===== config.mk =====
export PLATFORM = sky130hd
export DESIGN_NAME = recip_arbiter
export DESIGN_NICKNAME = d
export VERILOG_FILES = /design/src/rtl/recip_arbiter.sv
export SDC_FILE = /design/constraint.sdc
export NUM_CORES = 1
export LEC_CHECK = 0
export ABC_CLOCK_PERIOD_IN_PS = 3450
export CAP_MARGIN = 40
export CORE_MARGIN = 2
export CORE_UTILIZATION = 41
export DETAILED_ROUTE_END_ITERATION = 12
export GPL_TIMING_DRIVEN = 0
export PLACE_DENSITY = 0.95
export SYNTH_ARGS = -nofsm -noshare
export SYNTH_HDL_FRONTEND = slang
export SYNTH_SLANG_ARGS = --single-unit

===== constraint.sdc =====
create_clock -name clk -period 3.45 [get_ports clk]
set_input_delay 0.345 -clock clk [delete_from_list [all_inputs] [get_ports clk]]
set_output_delay 0.345 -clock clk [all_outputs]
set_load 0.1 [all_outputs]

===== src/rtl/recip_arbiter.sv =====
// recip_arbiter: round-robin arbiter in front of a single shared reciprocal unit.
// One transaction in flight at a time; zero-mantissa divisors are answered
// locally with a saturated result and a one-cycle div_zero pulse.
module recip_arbiter #(
  parameter int unsigned N_REQ      = 4,
  parameter int unsigned MANTISSA_W = 16,
  parameter int unsigned EXP_W      = 8
) (
  input  logic                                      clk,
  input  logic                                      rst,
  input  logic [N_REQ*(MANTISSA_W+EXP_W)-1:0]       req_data,
  input  logic [N_REQ-1:0]                          req_valid,
  output logic [N_REQ-1:0]                          req_ready,
  output logic [MANTISSA_W+EXP_W-1:0]               rsp_data,
  output logic [N_REQ-1:0]                          rsp_valid,
  input  logic [N_REQ-1:0]                          rsp_ready,
  output logic                                      div_zero,
  output logic                                      busy,
  output logic [$clog2(N_REQ)-1:0]                  owner,
  output logic [MANTISSA_W+EXP_W-1:0]               div_d,
  output logic                                      div_in_valid,
  input  logic                                      div_in_ready,
  input  logic [MANTISSA_W+EXP_W-1:0]               div_out,
  input  logic                                      div_out_valid,
  output logic                                      div_out_ready
);

  localparam int unsigned W  = MANTISSA_W + EXP_W;
  localparam int unsigned OW = $clog2(N_REQ);

  typedef struct packed {
    logic [MANTISSA_W-1:0] mant;
    logic [EXP_W-1:0]      expo;
  } word_t;

  typedef enum logic [1:0] {
    S_IDLE   = 2'd0,
    S_ISSUE  = 2'd1,
    S_WAIT   = 2'd2,
    S_RETURN = 2'd3
  } state_t;

  // Largest positive mantissa and exponent: the saturated reciprocal of zero.
  localparam word_t SAT_WORD = {1'b0, {(MANTISSA_W-1){1'b1}}, 1'b0, {(EXP_W-1){1'b1}}};

  state_t          r_state;
  state_t          w_next;
  word_t           r_operand;
  word_t           r_result;
  logic [OW-1:0]   r_owner;
  logic [OW-1:0]   r_last;
  logic            r_div_zero;

  logic            w_found;
  logic [OW-1:0]   w_gidx;
  word_t           w_req_word;
  logic            w_req_zero;
  logic            w_accept;
  logic            w_capture;
  logic            w_rsp_done;

  // Index of the requester examined at search position offs after base.
  function automatic logic [OW-1:0] rr_index(input logic [OW-1:0] base,
                                             input int unsigned   offs);
    int unsigned sum;
    sum = 32'(base) + 32'd1 + offs;
    if (sum >= N_REQ) begin
      sum = sum - N_REQ;
    end
    return OW'(sum);
  endfunction

  // Round-robin search starting just after the last served requester.
  always_comb begin
    w_found = 1'b0;
    w_gidx  = '0;
    for (int unsigned i = 0; i < N_REQ; i++) begin
      if (!w_found && req_valid[rr_index(r_last, i)]) begin
        w_found = 1'b1;
        w_gidx  = rr_index(r_last, i);
      end
    end
  end

  assign w_req_word = word_t'(req_data[32'(w_gidx)*W +: W]);
  assign w_req_zero = (w_req_word.mant == '0);
  assign w_accept   = (r_state == S_IDLE) && w_found && !rst;

  // Same-cycle one-hot accept strobe for the winning requester.
  always_comb begin
    req_ready = '0;
    if (w_accept) begin
      req_ready[w_gidx] = 1'b1;
    end
  end

  // State register.
  always_ff @(posedge clk) begin
    if (rst) begin
      r_state <= S_IDLE;
    end else begin
      r_state <= w_next;
    end
  end

  // Next-state and state-decoded handshake outputs.
  always_comb begin
    w_next        = r_state;
    busy          = 1'b1;
    div_in_valid  = 1'b0;
    div_out_ready = 1'b0;
    rsp_valid     = '0;
    w_capture     = 1'b0;
    w_rsp_done    = 1'b0;
    case (r_state)
      S_IDLE: begin
        busy = 1'b0;
        if (w_accept) begin
          w_next = w_req_zero ? S_RETURN : S_ISSUE;
        end
      end
      S_ISSUE: begin
        div_in_valid = 1'b1;
        if (div_in_ready) begin
          w_next = S_WAIT;
        end
      end
      S_WAIT: begin
        div_out_ready = 1'b1;
        if (div_out_valid) begin
          w_capture = 1'b1;
          w_next    = S_RETURN;
        end
      end
      S_RETURN: begin
        rsp_valid[r_owner] = 1'b1;
        if (rsp_ready[r_owner]) begin
          w_rsp_done = 1'b1;
          w_next     = S_IDLE;
        end
      end
      default: begin
        w_next = S_IDLE;
      end
    endcase
  end

  // Operand/result/ownership registers and the zero-divisor pulse.
  always_ff @(posedge clk) begin
    if (rst) begin
      r_operand  <= '0;
      r_result   <= '0;
      r_owner    <= '0;
      r_last     <= OW'(N_REQ - 1);
      r_div_zero <= 1'b0;
    end else begin
      r_div_zero <= 1'b0;
      if (w_accept) begin
        r_operand <= w_req_word;
        r_owner   <= w_gidx;
        if (w_req_zero) begin
          r_result   <= SAT_WORD;
          r_div_zero <= 1'b1;
        end
      end
      if (w_capture) begin
        r_result <= word_t'(div_out);
      end
      if (w_rsp_done) begin
        r_last <= r_owner;
      end
    end
  end

  assign div_d    = r_operand;
  assign rsp_data = r_result;
  assign owner    = r_owner;
  assign div_zero = r_div_zero;

endmodule


==> results of run 1 <==
==> worst max path at each step <==
stage	startpoint	end	slack (ps)	depth (start not counted)
5_1_grt	req_valid[1]	req_ready[3]	7	8
3_3_place_gp	req_valid[3]	req_ready[1]	-470	8
2_1_floorplan	r_state[0]$_SDFFE_PP0P_	req_ready[1]	140	8
3_5_place_dp	req_valid[3]	req_ready[1]	-220	9
6_report	req_valid[3]	req_ready[3]	60	8
4_1_cts	req_valid[3]	req_ready[3]	50	8
==> flip-flops by register name, summed over array words and instances, names as in the netlist <==
| signal | count |
|---|---|
| div_d | 24 |
| r_state | 2 |
| owner | 2 |
| r_last | 2 |
| div_zero | 1 |
| rsp_data | 24 |
==> cell type report <==
| cell class | count | area, sq um | area share (%) |
|---|---|---|---|
| plain buffers | 38 | 154 | 2.41 |
| clock buffers | 5 | 68.8 | 1.08 |
| clock inverters | 3 | 27.5 | 0.430 |
| inverters | 10 | 37.5 | 0.587 |
| multi-input cells | 302 | 1890 | 29.6 |
| flip-flops and latches | 55 | 1100 | 17.2 |
| well taps | 102 | 128 | 2.00 |
| repair buffers | 255 | 2990 | 46.7 |
==> stage by stage <==
step	util, %	power (mW)	setup slack (ps)	cells	hold WS [ps]
detailed placement	82.8	2.96	-219	763	446
finish	84.1	3.35	62.9	770	462
global route	84.1	3.48	6.95	770	490
global placement	68.9	2.49	-465	701	447
CTS	84.0	3.33	50.7	770	461
floorplan	-	2.01	143	406	514
==> kinds of logic after synthesis <==
group | after synthesis | synth area share, %
mux | 26 | 8.59
fa+ha+maj | 5 | 1.97
compound gates | 149 | 30.2
simple gates | 122 | 18.6
buf+inv | 49 | 5.99
flops | 55 | 34.7
==> report_power, final <==
group | total (mW) | internal [mW] | switching, mW
Sequential | 0.795 | 0.727 | 0.0680
Clock | 0.376 | 0.149 | 0.227
Combinational | 2.18 | 0.819 | 1.36
==> worst register-to-register path: stages (launching register included) <==
cell and delay (ps):
sky130_fd_sc_hd__dfxtp_1 480, sky130_fd_sc_hd__nor2b_1 280, sky130_fd_sc_hd__o31a_1 310, sky130_fd_sc_hd__clkbuf_1 420, sky130_fd_sc_hd__a32oi_1 290, sky130_fd_sc_hd__nor4_2 420
sky130_fd_sc_hd__nand4_2 290, sky130_fd_sc_hd__buf_2 280, sky130_fd_sc_hd__o22ai_1 260
==> cell usage in the layout, fill, tap and decap left out, types with 2 or more instances in the layout <==
cell                              netlist  final
sky130_fd_sc_hd__o22ai_1               22     22
sky130_fd_sc_hd__a211oi_1              10     10
sky130_fd_sc_hd__inv_1                 10     10
sky130_fd_sc_hd__nand2_1               58     58
sky130_fd_sc_hd__nand3_1               18     18
sky130_fd_sc_hd__clkdlybuf4s50_1        0    193
sky130_fd_sc_hd__nor2_1                19     18
sky130_fd_sc_hd__buf_8                  0     52
sky130_fd_sc_hd__ha_1                   5      5
sky130_fd_sc_hd__a21oi_1               28     28
sky130_fd_sc_hd__nor3_1                 2      2
sky130_fd_sc_hd__and3_1                 9      9
sky130_fd_sc_hd__mux2i_1               25     25
sky130_fd_sc_hd__nor4_2                 4      4
sky130_fd_sc_hd__buf_16                 0     10
sky130_fd_sc_hd__a32oi_1               16     16
sky130_fd_sc_hd__clkbuf_2               0      2
sky130_fd_sc_hd__clkbuf_8               0      5
sky130_fd_sc_hd__clkbuf_1              33     31
sky130_fd_sc_hd__a311oi_1               8      8
sky130_fd_sc_hd__a31oi_1               17     17
sky130_fd_sc_hd__dfxtp_1               55     55
sky130_fd_sc_hd__o21ai_0               35     35
sky130_fd_sc_hd__buf_2                  5      4
sky130_fd_sc_hd__nor2b_1                2      2
sky130_fd_sc_hd__nand2b_1               2      2
sky130_fd_sc_hd__o32a_1                 2      2
==> metal layers <==
layer	GRT usage, %	part of all wire, %	vias to the layer above
met4	22.9	6.5	0
met3	7.64	7.9	83
met5	0	0	-
met1	38.5	34	2169
met2	65.9	51	325
li1	-	-	2030
==> flow_metrics.py, run 1 <==
metrics = {
    "outcome": {
        "outcome": "finished clean",
    },
    "die": {
        "floorplan.initialDensity_pct": 41.7,
        "top_level_ports": 194,
        "die_height_um": 92.0,
        "core_area_sq_mm": 0.00761,
        "num_rows": 32,
        "floorplan.die.width_um": 92.0,
        "die_area_sq_mm": 0.00846,
    },
    "logic_synthesis": {
        "synth_largest_type_area_fraction_pct": 34.7,
        "syn_area_per_cell_sq_um": 7.82,
        "yosysMostFrequentCell": "sky130_fd_sc_hd__nand2_1",
        "commonest_cells_in_the_netlist": "sky130_fd_sc_hd__nand2_1 (58), sky130_fd_sc_hd__dfxtp_1 (55), sky130_fd_sc_hd__o21ai_0 (35), sky130_fd_sc_hd__clkbuf_1 (33), sky130_fd_sc_hd__a21oi_1 (28)",
        "seq_area_frac_synth_pct": 34.7,
        "synth.ff_latch_count": 55,
        "yosysWarnings": 0,
        "postSynthCellCount": 406,
        "synth.lib_cells_used.distinct": 43,
        "yosysTopAreaCell": "sky130_fd_sc_hd__dfxtp_1",
        "ys_async_sr_fraction_pct": 0,
        "postSynth.topFlopCell": "sky130_fd_sc_hd__dfxtp_1",
        "syn_nets": 543,
        "number_of_enable_type_register_cells_in_the_synthesized_netlist": 0,
        "netlist_top_cells_area": "sky130_fd_sc_hd__dfxtp_1 (35%), sky130_fd_sc_hd__mux2i_1 (7.9%), sky130_fd_sc_hd__nand2_1 (6.9%), sky130_fd_sc_hd__o21ai_0 (5.5%), sky130_fd_sc_hd__a21oi_1 (4.4%)",
        "syn_area_sq_mm": 0.00318,
    },
    "clocking": {
        "cts-root-buf": "sky130_fd_sc_hd__clkbuf_8",
        "cts_setup_buffers": 0,
        "cts_tree": "built",
        "cts.reportedPaths.clkPinSlew_ps": 110,
        "clock_sink_count": 55,
        "postCtsHoldBufs": 0,
        "cts_max_level": 2,
        "cts_made_buffers": 5,
        "clk_path_buf_depth": 2,
        "cells_resized_by_post_cts_repair": 1,
        "clkLatencyLatePin_ps": 320,
    },
    "sta": {
        "final_min_period_over_clock_period_pct": 98.2,
        "clock-skew-final_ps": 7.21,
        "worst-slew-pin-transition_ps": 753,
        "slew_headroom_pct": 49.8,
        "setup_viol": 0,
        "final.setup.tns_ps": 0,
        "fmax_mhz": 295,
        "rsz0062_at_grt": "false",
        "timing.final.hold_violations": 0,
        "period_minus_slack_ps": 3390,
        "final-max-slew-violation-count": 0,
    },
    "global_route": {
        "grt_start_max_net_pins": 20,
        "grt_util_all_layers_pct": 36.5,
        "grt.overflow.total": 0,
        "grt_pass1_vias": 4742,
        "grt_pass1_wl_um": 24400,
        "grt_antenna_before_repair": 0,
    },
    "placed_design": {
        "place_area_sq_mm": 0.00630,
        "placement.io_buffers": 193,
        "gpl.final_weighted_congestion": 0.931,
        "detailed_place_hpwl_um": 12300,
    },
    "worst_hold_path": {
        "hold_path_end": "div_d[12]$_SDFFE_PP0P_",
        "hold_depth": 2,
        "min-delay-start": "div_d[12]$_SDFFE_PP0P_",
        "hp-class": "reg2reg",
    },
    "worst_setup_path": {
        "worst-r2r-setup-slack_ps": 330,
        "critical_path.reg2reg.endpoint": "rsp_data[22]$_SDFFE_PP0P_",
        "timing.critical_path.slowest_cell_delay_ps": 580,
        "r2r_start": "r_last[0]$_SDFFE_PP1P_",
        "path_buf_inv": 4,
        "crit_arrival_ps": 3040,
        "worst_ep_required_time_ps": 3110,
        "critical_path_peak_fanout": 10,
        "crit_type": "in2out",
        "r2r.worst_path.cells": 8,
        "cp_top_family": "buffers and inverters",
        "path_common_cell": "sky130_fd_sc_hd__clkdlybuf4s50_1",
        "critical_path.cell_chain": "clkdlybuf4s50_1 -> mux2i_1 -> o21ai_1 -> clkbuf_2 -> o21ai_0 -> nor2_1 -> clkdlybuf4s50_1 -> buf_8",
        "critPathCaptureType": "primary output",
        "start_kind": "input port",
        "cell_with_the_biggest_individual_delay_on_the_critical_path": "sky130_fd_sc_hd__clkdlybuf4s50_1",
    },
    "finish": {
        "syn2layout_area_growth_pct": 101,
        "antennaDiodeCount": 0,
        "finish.instance_area_sq_mm": 0.00640,
        "num-fill-cells": 411,
        "finish.net_count": 804,
        "ratio_of_cells_with_drive_above_1_in_the_final_layout_pct": 13.3,
    },
    "drt": {
        "drtAntennaViolNets": 0,
        "drt_iter0_drc": 345,
        "via_count": 4607,
        "detail_route.first_pass.iterations": 7,
        "post-route-drc-count": 0,
        "wl_um": 15700,
        "drt-vias-per-instance": 5.98,
        "avgRoutedWirePerCell_um": 20.3,
    },
    "power_and_ir_drop": {
        "pwrdens_mw_per_mm2": 524,
        "worst_ir_drop_vdd_v": 0.000459,
        "leakage_power_figure_nw": 2.59,
    },
    "job": {
        "cap_violations": 0,
    },
}
(Power assumes the default switching activity.)
==> run 2: changes to the inputs <==
Settings changed: SKIP_LAST_GASP set to 1.
==> results of run 2 <==
No change in the layout: final DEF, timing and power equal those of run 1.
==> run 3: changes to the inputs <==
Settings changed: MAX_ROUTING_LAYER set to met4.
==> run 3 against run 2 <==
Effect of this change:
- via count decreased by 2.6%
- largest power group unchanged
- total power decreased by 0.21%
- count of clock-buffer cells in the layout unchanged
- core utilization decreased by 0.066 points
- worst setup slack improved by 78 ps
- register-to-register slack improved by 20 ps
- design area about the same
- worst hold slack got worse by 2.5 ps
==> flow_metrics.py, run 3 (same netlist as run 1, synthesis figures left out) <==
metrics = {
    "outcome": {
        "outcome": "finished clean",
    },
    "power_and_ir_drop": {
        "p_clk_share_pct": 11.3,
        "total_power_mw": 3.35,
        "pwrdens_mw_per_mm2": 524,
        "power_switching_share_pct": 49.6,
        "power.internal_mw": 1.69,
        "power_frac_comb_pct": 64.9,
        "leakage_power_figure_nw": 2.59,
        "power_dissipated_by_switching_net_loads_mw": 1.66,
        "worst_ir_drop_vdd_v": 0.000431,
        "flop_pwr_share_pct": 23.8,
    },
    "finish": {
        "finish.instance_area_sq_mm": 0.00639,
        "multi_input_comb_area_sq_mm": 0.00189,
        "final-instance-count-excl-fill": 770,
        "layout.cells.most_common_list": "sky130_fd_sc_hd__clkdlybuf4s50_1 (193), sky130_fd_sc_hd__nand2_1 (58), sky130_fd_sc_hd__dfxtp_1 (55), sky130_fd_sc_hd__buf_8 (52), sky130_fd_sc_hd__o21ai_0 (35)",
        "num-fill-cells": 398,
        "mostFrequentLayoutCell": "sky130_fd_sc_hd__clkdlybuf4s50_1",
        "ratio_of_cells_with_drive_above_1_in_the_final_layout_pct": 13.2,
        "footprint_of_the_flip_flops_and_latches_sq_mm": 0.00110,
        "fin_util_pct": 84.0,
        "antennaDiodeCount": 0,
        "syn2layout_area_growth_pct": 101,
        "finish.net_count": 804,
    },
    "worst_setup_path": {
        "timing.critical_path.slowest_cell_delay_ps": 590,
        "worst_ep_required_time_ps": 3110,
        "crit_arrival_ps": 2960,
        "cell_with_the_biggest_individual_delay_on_the_critical_path": "sky130_fd_sc_hd__clkdlybuf4s50_1",
        "path_buf_inv": 5,
        "critPathCaptureType": "primary output",
        "critical_path.reg2reg.endpoint": "rsp_data[22]$_SDFFE_PP0P_",
        "crit_type": "in2out",
        "critical_path_peak_fanout": 19,
        "worst-r2r-setup-slack_ps": 350,
        "r2r.worst_path.cells": 9,
        "cp_top_family": "buffers and inverters",
        "r2r_start": "r_last[1]$_SDFFE_PP1P_",
        "start_kind": "input port",
        "critical_path.cell_chain": "clkdlybuf4s50_1 -> and3b_1 -> o31a_1 -> buf_2 -> clkbuf_2 -> nor2_1 -> clkdlybuf4s50_1 -> buf_16",
        "path_common_cell": "sky130_fd_sc_hd__clkdlybuf4s50_1",
    },
    "sta": {
        "worst-slew-pin-transition_ps": 726,
        "timing.final.hold_violations": 0,
        "final_min_period_over_clock_period_pct": 95.9,
        "setup_viol": 0,
        "setup_ws_ps": 141,
        "fmax_mhz": 302,
        "final-max-slew-violation-count": 0,
        "clock-skew-final_ps": 14.2,
        "period_minus_slack_ps": 3310,
        "rsz0062_at_grt": "false",
        "slew_headroom_pct": 51.6,
    },
    "die": {
        "floorplan.die.width_um": 92.0,
        "top_level_ports": 194,
        "die_area_sq_mm": 0.00846,
        "die_height_um": 92.0,
        "core_area_sq_mm": 0.00761,
        "floorplan.initialDensity_pct": 41.7,
        "num_rows": 32,
    },
    "placed_design": {
        "gpl.final_weighted_congestion": 0.951,
        "placement.io_buffers": 193,
        "place_area_sq_mm": 0.00630,
        "detailed_place_hpwl_um": 12300,
        "place_worst_setup_slack_ps": -190,
        "placed_cells": 763,
    },
    "clocking": {
        "cts_setup_buffers": 0,
        "clkLatencyLatePin_ps": 320,
        "cts.reportedPaths.clkPinSlew_ps": 110,
        "cts-root-buf": "sky130_fd_sc_hd__clkbuf_8",
        "clk_path_buf_depth": 2,
        "cts_made_buffers": 5,
        "cts_max_level": 2,
        "clock_sink_count": 55,
        "cts_tree": "built",
    },
    "drt": {
        "detail_route.first_pass.iterations": 6,
        "wl_um": 15200,
        "post-route-drc-count": 0,
        "via_count": 4486,
        "drt-vias-per-instance": 5.83,
        "avgRoutedWirePerCell_um": 19.7,
        "drt_iter0_drc": 376,
        "drtAntennaViolNets": 0,
    },
    "worst_hold_path": {
        "hold_depth": 2,
        "min-delay-start": "div_d[20]$_SDFFE_PP0P_",
        "hold_path_end": "div_d[20]$_SDFFE_PP0P_",
        "hp-class": "reg2reg",
    },
    "global_route": {
        "grt_start_max_net_pins": 20,
        "grt_util_all_layers_pct": 35.4,
        "grt_pass1_vias": 4652,
        "grt_antenna_before_repair": 0,
        "grt.overflow.total": 0,
        "grt_pass1_wl_um": 22900,
    },
    "job": {
        "cap_violations": 0,
    },
}
run 3: power groups by stage:
stage | clock (mW) | combinational (mW) | sequential [mW]
2_1_floorplan | 0 | 0.611 | 1.40
3_3_place_gp | 0 | 1.69 | 0.801
3_5_place_dp | 0 | 2.15 | 0.807
4_1_cts | 0.373 | 2.16 | 0.794
5_1_grt | 0.392 | 2.26 | 0.804
6_report | 0.379 | 2.17 | 0.797
run 3: per-stage QoR:
step,setup TNS [ps],hold slack [ps]
3_3_place_gp,-1030,447
3_5_place_dp,-314,447
2_1_floorplan,0,514
6_report,0,459
4_1_cts,0,462
5_1_grt,0,493
run 3: layout make-up:
class	instances	area share (%)
Buffer	38	2.35
Timing Repair Buffer	255	46.8
Sequential cell	55	17.2
Multi-Input combinational cell	302	29.6
Clock inverter	3	0.392
Tap cell	102	2.00
Inverter	10	0.587
Clock buffer	5	1.08
run 3: worst min-delay path: stages (launching register included):
cell and delay, ps:
sky130_fd_sc_hd__dfxtp_1 320, sky130_fd_sc_hd__nand2_1 50, sky130_fd_sc_hd__a21oi_1 50
run 3: how the worst max path moves through the flow:
stage                       startpoint           end  slack, ps  cells after the start
2_1_floorplan  r_state[0]$_SDFFE_PP0P_  req_ready[1]        140                      8
3_3_place_gp              req_valid[3]  req_ready[1]       -420                      8
3_5_place_dp              req_valid[3]  req_ready[1]       -190                      9
4_1_cts                   req_valid[3]  req_ready[1]         50                      8
5_1_grt                   req_valid[3]  req_ready[1]         10                      8
6_report                  req_valid[3]  req_ready[1]        140                      8
run 3: metal layers:
| layer | routed length (um) | track usage (%) | share of wire, % |
|---|---|---|---|
| met5 | 0 | - | 0 |
| met2 | 7720 | 63.2 | 51 |
| met3 | 1090 | 4.93 | 7.2 |
| met1 | 5320 | 36.3 | 35 |
| met4 | 1030 | 23.0 | 6.8 |
run 3: repair_timing:
action | in CTS | in global routing
hold buffers | 0 | 0
resized for setup | 1 | 1
setup endpoints to repair | 2 | 2
